### config.mk
export PLATFORM = sky130hd
export DESIGN_NAME = i2c_target
export DESIGN_NICKNAME = d
export VERILOG_FILES = /design/src/rtl/i2c_target.sv
export SDC_FILE = /design/constraint.sdc
export NUM_CORES = 1
export LEC_CHECK = 0
export CAP_MARGIN = 30
export CORE_UTILIZATION = 58
export CTS_CLUSTER_DIAMETER = 40
export CTS_CLUSTER_SIZE = 14
export DETAILED_ROUTE_END_ITERATION = 6
export HOLD_SLACK_MARGIN = 0.08
export PLACE_DENSITY = 0.92
export RECOVER_POWER = 50
export SYNTH_ARGS = -nofsm -noshare
export SYNTH_HDL_FRONTEND = slang
export SYNTH_SLANG_ARGS = --single-unit
### constraint.sdc
create_clock -name clk -period 4.2 [get_ports clk]
set_input_delay 0.63 -clock clk [delete_from_list [all_inputs] [get_ports clk]]
set_output_delay 0.63 -clock clk [all_outputs]
set_load 0.005 [all_outputs]
### src/rtl/i2c_target.sv
// I2C target: oversampled SCL/SDA, START/STOP detection, 7-bit address match, byte write/read.
// Optional clock stretching on reads while local data is not ready: define I2C_CLK_STRETCH_EN.
module i2c_target #(
  parameter logic [6:0] TARGET_ADDR = 7'h42,
  parameter int         SYNC_STAGES = 2
) (
  input  logic       clk,
  input  logic       rst,
  input  logic       scl_in,
  input  logic       sda_in,
  output logic       sda_oe,
  output logic       scl_oe,
  output logic       wr_valid,
  output logic [7:0] wr_data,
  output logic       rd_req,
  input  logic [7:0] tx_data,
  input  logic       tx_valid,
  output logic       busy
);

  typedef enum logic [2:0] {
    IDLE     = 3'd0,
    ADDR     = 3'd1,
    ADDR_ACK = 3'd2,
    WR_BYTE  = 3'd3,
    WR_ACK   = 3'd4,
    RD_BYTE  = 3'd5,
    RD_ACK   = 3'd6,
    IGNORE   = 3'd7
  } state_t;

  // Synchronisers reset to the idle-bus level so reset release creates no false edges.
  logic [SYNC_STAGES-1:0] scl_sync_q, sda_sync_q;
  logic                   scl_hist_q, sda_hist_q;
  logic                   scl_s, sda_s;
  logic                   scl_rise, scl_fall, sda_rise, sda_fall;
  logic                   start_det, stop_det;

  always_ff @(posedge clk) begin
    if (rst) begin
      scl_sync_q <= '1;
      sda_sync_q <= '1;
      scl_hist_q <= 1'b1;
      sda_hist_q <= 1'b1;
    end else begin
      scl_sync_q <= {scl_sync_q[SYNC_STAGES-2:0], scl_in};
      sda_sync_q <= {sda_sync_q[SYNC_STAGES-2:0], sda_in};
      scl_hist_q <= scl_s;
      sda_hist_q <= sda_s;
    end
  end

  assign scl_s     = scl_sync_q[SYNC_STAGES-1];
  assign sda_s     = sda_sync_q[SYNC_STAGES-1];
  assign scl_rise  = scl_s & ~scl_hist_q;
  assign scl_fall  = ~scl_s & scl_hist_q;
  assign sda_rise  = sda_s & ~sda_hist_q;
  assign sda_fall  = ~sda_s & sda_hist_q;
  assign start_det = sda_fall & scl_s;
  assign stop_det  = sda_rise & scl_s;

  state_t     state_q, state_d;
  logic [3:0] cnt_q, cnt_d, cnt_inc;
  logic [7:0] rx_q, rx_d, tx_q, tx_d, byte_in;
  logic       rw_q, rw_d;
  logic       sda_oe_q, sda_oe_d;
  logic       wr_valid_q, wr_valid_d;
  logic [7:0] wr_data_q, wr_data_d;
  logic       rd_req_q, rd_req_d;
  logic       busy_q, busy_d;
  logic       begin_rd;

`ifdef I2C_CLK_STRETCH_EN
  logic       pend_q, pend_d;
  logic       scl_oe_q, scl_oe_d;
  logic       tx_rdy;
  logic [7:0] tx_cur;
  // A pending byte that arrives on the very edge it is needed is used directly.
  assign tx_rdy = ~pend_q | tx_valid;
  assign tx_cur = pend_q ? tx_data : tx_q;
`else
  logic [7:0] tx_cur;
  logic       unused_tx_valid;
  assign tx_cur          = tx_q;
  assign unused_tx_valid = tx_valid;
`endif

  assign byte_in = {rx_q[6:0], sda_s};
  assign cnt_inc = (cnt_q == 4'd9) ? 4'd9 : cnt_q + 4'd1;

  always_comb begin
    state_d    = state_q;
    cnt_d      = cnt_q;
    rx_d       = rx_q;
    tx_d       = tx_q;
    rw_d       = rw_q;
    sda_oe_d   = sda_oe_q;
    wr_valid_d = 1'b0;
    wr_data_d  = wr_data_q;
    rd_req_d   = 1'b0;
    busy_d     = busy_q;
    begin_rd   = 1'b0;
`ifdef I2C_CLK_STRETCH_EN
    pend_d     = pend_q;
    scl_oe_d   = scl_oe_q;
    if (rd_req_q) begin
      if (tx_valid) tx_d = tx_data;
      else          pend_d = 1'b1;
    end else if (pend_q && tx_valid) begin
      pend_d   = 1'b0;
      scl_oe_d = 1'b0;
      tx_d     = tx_data;
      // Already stretching: the first bit was never put out, present it now.
      if (scl_oe_q) begin
        tx_d     = {tx_data[6:0], 1'b0};
        sda_oe_d = ~tx_data[7];
      end
    end
`else
    if (rd_req_q) tx_d = tx_data;
`endif

    case (state_q)
      ADDR: begin
        if (scl_rise) begin
          rx_d  = byte_in;
          cnt_d = cnt_inc;
          if (cnt_q == 4'd7) begin
            rw_d = sda_s;
            if (rx_q[6:0] == TARGET_ADDR && TARGET_ADDR != 7'h00) begin
              state_d = ADDR_ACK;
              busy_d  = 1'b1;
            end else begin
              state_d = IGNORE;
            end
          end
        end
      end
      ADDR_ACK, WR_ACK: begin
        if (scl_rise) cnt_d = cnt_inc;
        if (scl_fall) begin
          if (cnt_q == 4'd8) begin
            sda_oe_d = 1'b1;
            if (state_q == ADDR_ACK && rw_q) rd_req_d = 1'b1;
          end else if (cnt_q == 4'd9) begin
            cnt_d = 4'd0;
            if (state_q == ADDR_ACK && rw_q) begin
              begin_rd = 1'b1;
            end else begin
              sda_oe_d = 1'b0;
              state_d  = WR_BYTE;
            end
          end
        end
      end
      WR_BYTE: begin
        if (scl_rise) begin
          rx_d  = byte_in;
          cnt_d = cnt_inc;
          if (cnt_q == 4'd7) begin
            wr_data_d  = byte_in;
            wr_valid_d = 1'b1;
            state_d    = WR_ACK;
          end
        end
      end
      RD_BYTE: begin
        if (scl_rise) cnt_d = cnt_inc;
        if (scl_fall) begin
          if (cnt_q == 4'd8) begin
            sda_oe_d = 1'b0;
            state_d  = RD_ACK;
          end else begin
            sda_oe_d = ~tx_q[7];
            tx_d     = {tx_q[6:0], 1'b0};
          end
        end
      end
      RD_ACK: begin
        if (scl_rise) begin
          cnt_d = cnt_inc;
          if (sda_s) state_d  = IGNORE;
          else       rd_req_d = 1'b1;
        end
        if (scl_fall && cnt_q == 4'd9) begin_rd = 1'b1;
      end
      default: ;
    endcase

    // First data bit goes out on the ACK-ending SCL fall.
    if (begin_rd) begin
      state_d = RD_BYTE;
      cnt_d   = 4'd0;
`ifdef I2C_CLK_STRETCH_EN
      if (tx_rdy) begin
        sda_oe_d = ~tx_cur[7];
        tx_d     = {tx_cur[6:0], 1'b0};
        pend_d   = 1'b0;
      end else begin
        sda_oe_d = 1'b0;
        scl_oe_d = 1'b1;
      end
`else
      sda_oe_d = ~tx_cur[7];
      tx_d     = {tx_cur[6:0], 1'b0};
`endif
    end

    if (stop_det || start_det) begin
      state_d    = stop_det ? IDLE : ADDR;
      cnt_d      = 4'd0;
      rx_d       = 8'h00;
      sda_oe_d   = 1'b0;
      wr_valid_d = 1'b0;
      rd_req_d   = 1'b0;
      busy_d     = 1'b0;
`ifdef I2C_CLK_STRETCH_EN
      pend_d     = 1'b0;
      scl_oe_d   = 1'b0;
`endif
    end
  end

  always_ff @(posedge clk) begin
    if (rst) begin
      state_q    <= IDLE;
      cnt_q      <= 4'd0;
      rx_q       <= 8'h00;
      tx_q       <= 8'h00;
      rw_q       <= 1'b0;
      sda_oe_q   <= 1'b0;
      wr_valid_q <= 1'b0;
      wr_data_q  <= 8'h00;
      rd_req_q   <= 1'b0;
      busy_q     <= 1'b0;
    end else begin
      state_q    <= state_d;
      cnt_q      <= cnt_d;
      rx_q       <= rx_d;
      tx_q       <= tx_d;
      rw_q       <= rw_d;
      sda_oe_q   <= sda_oe_d;
      wr_valid_q <= wr_valid_d;
      wr_data_q  <= wr_data_d;
      rd_req_q   <= rd_req_d;
      busy_q     <= busy_d;
    end
  end

`ifdef I2C_CLK_STRETCH_EN
  always_ff @(posedge clk) begin
    if (rst) begin
      pend_q   <= 1'b0;
      scl_oe_q <= 1'b0;
    end else begin
      pend_q   <= pend_d;
      scl_oe_q <= scl_oe_d;
    end
  end
  assign scl_oe = scl_oe_q;
`else
  assign scl_oe = 1'b0;
`endif

  assign sda_oe   = sda_oe_q;
  assign wr_valid = wr_valid_q;
  assign wr_data  = wr_data_q;
  assign rd_req   = rd_req_q;
  assign busy     = busy_q;

endmodule

==> results.py, run 1 <==
metrics = {
    "worst_setup_path": {
        "cp_top_family": "simple AND/OR/NAND/NOR gates",
        "worstPathArrival_ps": 2830,
        "critPathBufInv": 1,
        "critPathSlowestCell": "dfxtp_1",
        "end_kind": "flip-flop",
        "crit_path_max_fanout": 18,
        "cp.depth": 5,
        "rrSetupSlack_ps": 1600,
        "cp-start-kind": "flip-flop",
        "r2r.worst_path.cells": 5,
        "crit_path_cell_trace": "nor4bb_1 -> clkbuf_1 -> nand3_1 -> mux2i_1 -> nor2_1",
        "cpPeakStageDelay_ps": 670,
        "cp.required_ps": 4430,
        "critPathKind": "flip-flop to flip-flop",
    },
    "global_route": {
        "grt_start_max_net_pins": 26,
        "overflow": 0,
        "grt.total_usage_pct": 25.9,
        "grt_pass1_vias": 1540,
        "grt_pass1_wl_mm": 7.00,
        "antenna_found_initial": 0,
    },
    "route": {
        "first_pass_iters": 4,
        "wl_mm": 4.13,
        "via_per_inst": 5.94,
        "wire_per_inst_microns": 14.4,
        "drtIter0Drc": 90,
        "vias": 1711,
        "route.detailed.drc": 0,
        "ant_nets": 0,
    },
    "clocking": {
        "cts_tree": "done",
        "clkTransAtPathRegs_ps": 130,
        "tritoncts.num_buffers": 5,
        "cts_resized": 0,
        "postCtsSetupBuffers": 0,
        "h-tree-depth": 2,
        "root_buffer": "clkbuf_4",
        "cts.sinks": 41,
        "clk_path_buf_depth": 2,
        "cts-hold-fix-buffers": 0,
        "clk_latency_ps": 370,
    },
    "synth": {
        "synth_nets": 241,
        "synth_cell_type_count": 49,
        "ys_seq_area_share_pct": 41.0,
        "synth_seq_cells": 41,
        "syn_avg_cell_area_sq_um": 8.78,
        "netlist.area_leader.share_pct": 41.0,
        "yosysWarnings": 0,
        "synth-edff-count": 0,
        "synthFlopType": "dfxtp_1",
        "synth_area_leaders": "dfxtp_1 41%, mux2i_1 12%, nor2_1 7.7%",
        "async_reset_ff_share_pct": 0,
        "syn_inst": 228,
        "synth_area_leader_cell": "dfxtp_1",
        "syn-cell-area_sq_um": 2000,
    },
    "floorplan": {
        "fp-row-count": 20,
        "ios": 26,
        "initial_core_util_pct": 63.5,
        "dieArea_sq_um": 3690,
        "core-area_sq_um": 3150,
        "die_x_microns": 60.8,
        "die_h_microns": 60.8,
    },
    "power_and_ir_drop": {
        "p_int_uw": 563,
        "p_sw_uw": 298,
        "power_frac_comb_pct": 22.8,
        "p_per_area_nw_per_um2": 380,
        "power.leakage_nw": 0.875,
        "power_frac_seq_pct": 53.6,
        "swShare_pct": 34.6,
        "peakVddDrop_mv": 0.254,
        "pwr-share-clk_pct": 23.6,
    },
    "placement": {
        "port_buffers": 23,
        "gp_congestion": 0.894,
        "dpl.hpwl_mm": 2.85,
        "pre_cts_slack_ps": 1940,
    },
    "final_layout": {
        "syn2layout_area_growth_pct": 13.1,
        "n_antenna_cell": 0,
        "layout-drive-gt1-share_pct": 9.43,
        "nets": 256,
    },
    "min_path": {
        "hold_depth": 1,
        "hp-class": "flip-flop to flip-flop",
    },
    "sta": {
        "max_slew.worst_pin.slew_ps": 1030,
        "min_period_over_period_pct": 61.8,
        "rsz0062_at_grt": "false",
        "drv_slew": 0,
        "finalSetupTns_ps": 0,
        "fmax_mhz": 385,
        "hold_viol_final": 0,
        "fin_ws_ps": 1600,
        "setup_viol": 0,
        "fin_crit_ps": 2600,
        "skew_ps": 12.1,
        "slew_headroom_pct": 31.0,
    },
    "flow_run": {
        "cap_violations": 0,
    },
    "status": {
        "outcome": "finished clean",
    },
}
final timing paths:
| check | endpoint | from |
|---|---|---|
| max | wr_data[5] | state_q[0] |
| min | scl_sync_q[1] | scl_sync_q[0] |
| max reg2reg | wr_data[5] | state_q[0] |
| min reg2reg | scl_sync_q[1] | scl_sync_q[0] |
cells in the mapped netlist, drive strengths merged, types with 2 or more instances:
cell type / n
dfxtp: 41
nor2: 41
mux2i: 24
a211oi: 11
nand2: 11
a21oi: 9
clkbuf: 9
buf: 8
or2: 8
a31oi: 6
nor3: 5
o21ai: 5
inv: 4
nand3: 4
nand3b: 4
and3: 3
nor2b: 3
a21o: 2
a311oi: 2
nand4: 2
nor3b: 2
nor4: 2
nor4b: 2
xnor2: 2
layout make-up:
type / count / area [sq um]
Sequential cell: 41 / 821
Inverter: 4 / 15.0
Multi-Input combinational cell: 166 / 1080
Fill cell: 267 / 888
Clock buffer: 6 / 41.3
Clock inverter: 2 / 15.0
Tap cell: 44 / 55.1
Timing Repair Buffer: 25 / 238
cells in the final DEF, fill, tap and decap left out, drive strengths merged, types with 3 or more instances in the layout:
master / synthesis / final
nor2: 41 / 41
dfxtp: 41 / 41
mux2i: 24 / 24
clkdlybuf4s50: 0 / 13
nand2: 11 / 11
a211oi: 11 / 11
dlygate4sd3: 0 / 10
a21oi: 9 / 9
or2: 8 / 8
clkbuf: 9 / 8
a31oi: 6 / 6
nor3: 5 / 5
o21ai: 5 / 5
nand3b: 4 / 4
inv: 4 / 4
nand3: 4 / 4
nor2b: 3 / 3
and3: 3 / 3
routing by layer:
layer  wire (microns)  vias to the layer above  GRT usage (%)
li1                 -                      848              -
met1             1870                      795           35.6
met2             1950                       58           38.5
met3              232                       10           5.33
met4               81                        0           13.3
met5                0                        -              0
cells by family after synthesis:
| kind of cell | after synthesis | synth area share (%) |
|---|---|---|
| other cells | 1 | 0.187 |
| simple gates | 93 | 24.6 |
| xor+xnor | 3 | 1.31 |
| flops | 41 | 41.0 |
| buf+inv | 21 | 5.06 |
| mux | 25 | 12.6 |
| compound gates | 44 | 15.3 |
flip-flops by register name (all words and copies together) (netlist names):
signal      cells
busy            1
cnt_q           4
rd_req          1
rw_q            1
rx_q            7
scl_hist_q      1
scl_sync_q      2
sda_hist_q      1
sda_oe          1
sda_sync_q      2
state_q         3
tx_cur          8
wr_data         8
wr_valid        1
stage by stage:
stage	util, %	cell area (sq um)	power, mW	cells	hold slack [ps]
finish	71.8	2260	0.861	288	422
global route	71.8	2260	0.912	288	441
CTS	72.3	2280	0.857	288	422
detailed placement	70.5	2220	0.662	280	394
global placement	70.5	2220	0.655	280	392
floorplan	-	2000	0.619	228	389
power groups by stage:
stage | Sequential [mW] | Clock, mW | Combinational [mW]
after global routing | 0.469 | 0.222 | 0.221
after detailed placement | 0.469 | 0 | 0.193
after CTS | 0.460 | 0.203 | 0.194
after global placement | 0.468 | 0 | 0.187
final | 0.462 | 0.203 | 0.196
after floorplan | 0.421 | 0 | 0.198
Note: power is estimated with default switching activity, not from simulation.
==> run 2, diff against run 1 <==
--- a/config.mk
+++ b/config.mk
@@ -6,12 +6,12 @@
 export NUM_CORES = 1
 export LEC_CHECK = 0
 export CAP_MARGIN = 30
-export CORE_UTILIZATION = 58
+export CORE_UTILIZATION = 54
 export CTS_CLUSTER_DIAMETER = 40
 export CTS_CLUSTER_SIZE = 14
 export DETAILED_ROUTE_END_ITERATION = 6
 export HOLD_SLACK_MARGIN = 0.08
-export PLACE_DENSITY = 0.92
+export PLACE_DENSITY = 0.87
 export RECOVER_POWER = 50
 export SYNTH_ARGS = -nofsm -noshare
 export SYNTH_HDL_FRONTEND = slang
==> constraint.sdc (replaced) <==
create_clock -name clk -period 2.5 [get_ports clk]
set_input_delay 0.375 -clock clk [delete_from_list [all_inputs] [get_ports clk]]
set_output_delay 0.375 -clock clk [all_outputs]
set_load 0.005 [all_outputs]
==> results.py, run 2 (synthesis results as in run 1) <==
metrics = {
    "floorplan": {
        "initial_core_util_pct": 58.2,
        "dieArea_sq_um": 3950,
        "ios": 26,
        "fp-row-count": 21,
        "core-area_sq_um": 3440,
        "die_x_microns": 62.9,
        "die_h_microns": 62.9,
    },
    "clocking": {
        "clkTransAtPathRegs_ps": 70,
        "root_buffer": "clkbuf_8",
        "cts_resized": 0,
        "cts.sinks": 41,
        "clk_latency_ps": 290,
        "postCtsSetupBuffers": 0,
        "cts_tree": "done",
        "cts-hold-fix-buffers": 0,
        "tritoncts.num_buffers": 5,
        "clk_path_buf_depth": 2,
        "h-tree-depth": 2,
    },
    "route": {
        "drtIter0Drc": 91,
        "highest-signal-layer": "met4",
        "ant_nets": 0,
        "via_per_inst": 5.83,
        "wl_met3_microns": 205,
        "route.detailed.drc": 0,
        "wl_met2_mm": 2.12,
        "first_pass_iters": 4,
        "drt-met1-wl_mm": 1.88,
        "wire_per_inst_microns": 14.6,
        "vias": 1720,
        "wl_mm": 4.30,
    },
    "sta": {
        "fin_crit_ps": 2280,
        "fin_ws_ps": 219,
        "max_slew.worst_pin.slew_ps": 980,
        "skew_ps": 3.47,
        "min_period_over_period_pct": 91.2,
        "drv_slew": 0,
        "slew_headroom_pct": 33.8,
        "fmax_mhz": 438,
        "finalSetupTns_ps": 0,
        "hold_viol_final": 0,
        "rsz0062_at_grt": "false",
        "setup_viol": 0,
    },
    "final_layout": {
        "n_antenna_cell": 0,
        "final_cell_mix": "41 x nor2_1, 41 x dfxtp_1, 24 x mux2i_1",
        "syn2layout_area_growth_pct": 17.6,
        "nets": 262,
        "layout-drive-gt1-share_pct": 11.2,
        "seq_area_sq_um": 821,
        "nFillCells": 283,
        "multi_input_area_sq_um": 1070,
        "final_area_sq_um": 2350,
        "final_cells": 295,
    },
    "worst_setup_path": {
        "cp.required_ps": 2680,
        "end_kind": "flip-flop",
        "cp-start-kind": "flip-flop",
        "crit_path_max_fanout": 10,
        "worstPathArrival_ps": 2460,
        "critPathKind": "flip-flop to flip-flop",
    },
    "global_route": {
        "grt.total_usage_pct": 23.9,
        "grt_pass1_wl_mm": 7.47,
        "overflow": 0,
        "grt_start_max_net_pins": 26,
        "grt_pass1_vias": 1643,
        "antenna_found_initial": 0,
    },
    "power_and_ir_drop": {
        "peakVddDrop_mv": 0.420,
        "power.leakage_nw": 0.939,
        "p_per_area_nw_per_um2": 697,
    },
    "placement": {
        "gp_congestion": 0.938,
        "dp_cells": 288,
        "dpl.hpwl_mm": 3.05,
        "port_buffers": 23,
        "pre_cts_slack_ps": 233,
        "dpl_cell_area_sq_um": 2270,
    },
    "status": {
        "outcome": "finished clean",
    },
    "min_path": {
        "hp-class": "flip-flop to flip-flop",
    },
    "flow_run": {
        "cap_violations": 0,
    },
}
==> run 2: cell count changes in the layout (fill, tap and decap cells not counted), sizes merged <==
cell and change:
buf +6, clkdlybuf4s50 -2, clkinvlp -2, dlygate4sd3 +2, bufinv +1, clkbuf -1
clkinv +1
==> run 2: metal layers <==
metal | track usage, % | vias up
li1 | - | 851
met1 | 29.6 | 814
met2 | 40.3 | 45
met3 | 4.56 | 10
met4 | 9.88 | 0
met5 | 0 | -
==> run 2: worst paths after layout <==
path                            cells after the start  slack [ps]            end          start
worst max-delay path                                5         220     state_q[2]       cnt_q[3]
worst min-delay path                                1         420  scl_sync_q[1]  scl_sync_q[0]
worst max register to register                      5         220     state_q[2]       cnt_q[3]
worst min register to register                      1         420  scl_sync_q[1]  scl_sync_q[0]
==> run 2: cell type report <==
class | instances | share of cell area (%)
multi-input combinational | 166 | 45.6
tap | 46 | 2.45
clock buffer | 5 | 2.92
timing repair buffer | 31 | 12.0
clock inverter | 2 | 1.49
sequential | 41 | 34.9
inverter | 4 | 0.638
==> run 2: power by group <==
part | switching, mW | leakage, nW | internal (mW)
Combinational | 0.234 | 0.553 | 0.175
Clock | 0.219 | 0.0540 | 0.290
Sequential | 0.0433 | 0.332 | 0.679
Total | 0.496 | 0.939 | 1.14
==> run 2: critical path, stage by stage, from the launching register on <==
cell	delay [ps]
dfxtp_1	480
or3b_1	520
or4_4	610
nand2_1	100
a31o_2	120
mux2_1	320
==> run 2: per-stage QoR <==
step	hold WS (ps)	utilization, %	total power, mW
2_1_floorplan	389	-	1.04
3_5_place_dp	402	65.9	1.14
6_report	417	68.4	1.64
5_1_grt	450	68.4	1.73
4_1_cts	420	69.0	1.65
3_3_place_gp	392	65.9	1.13
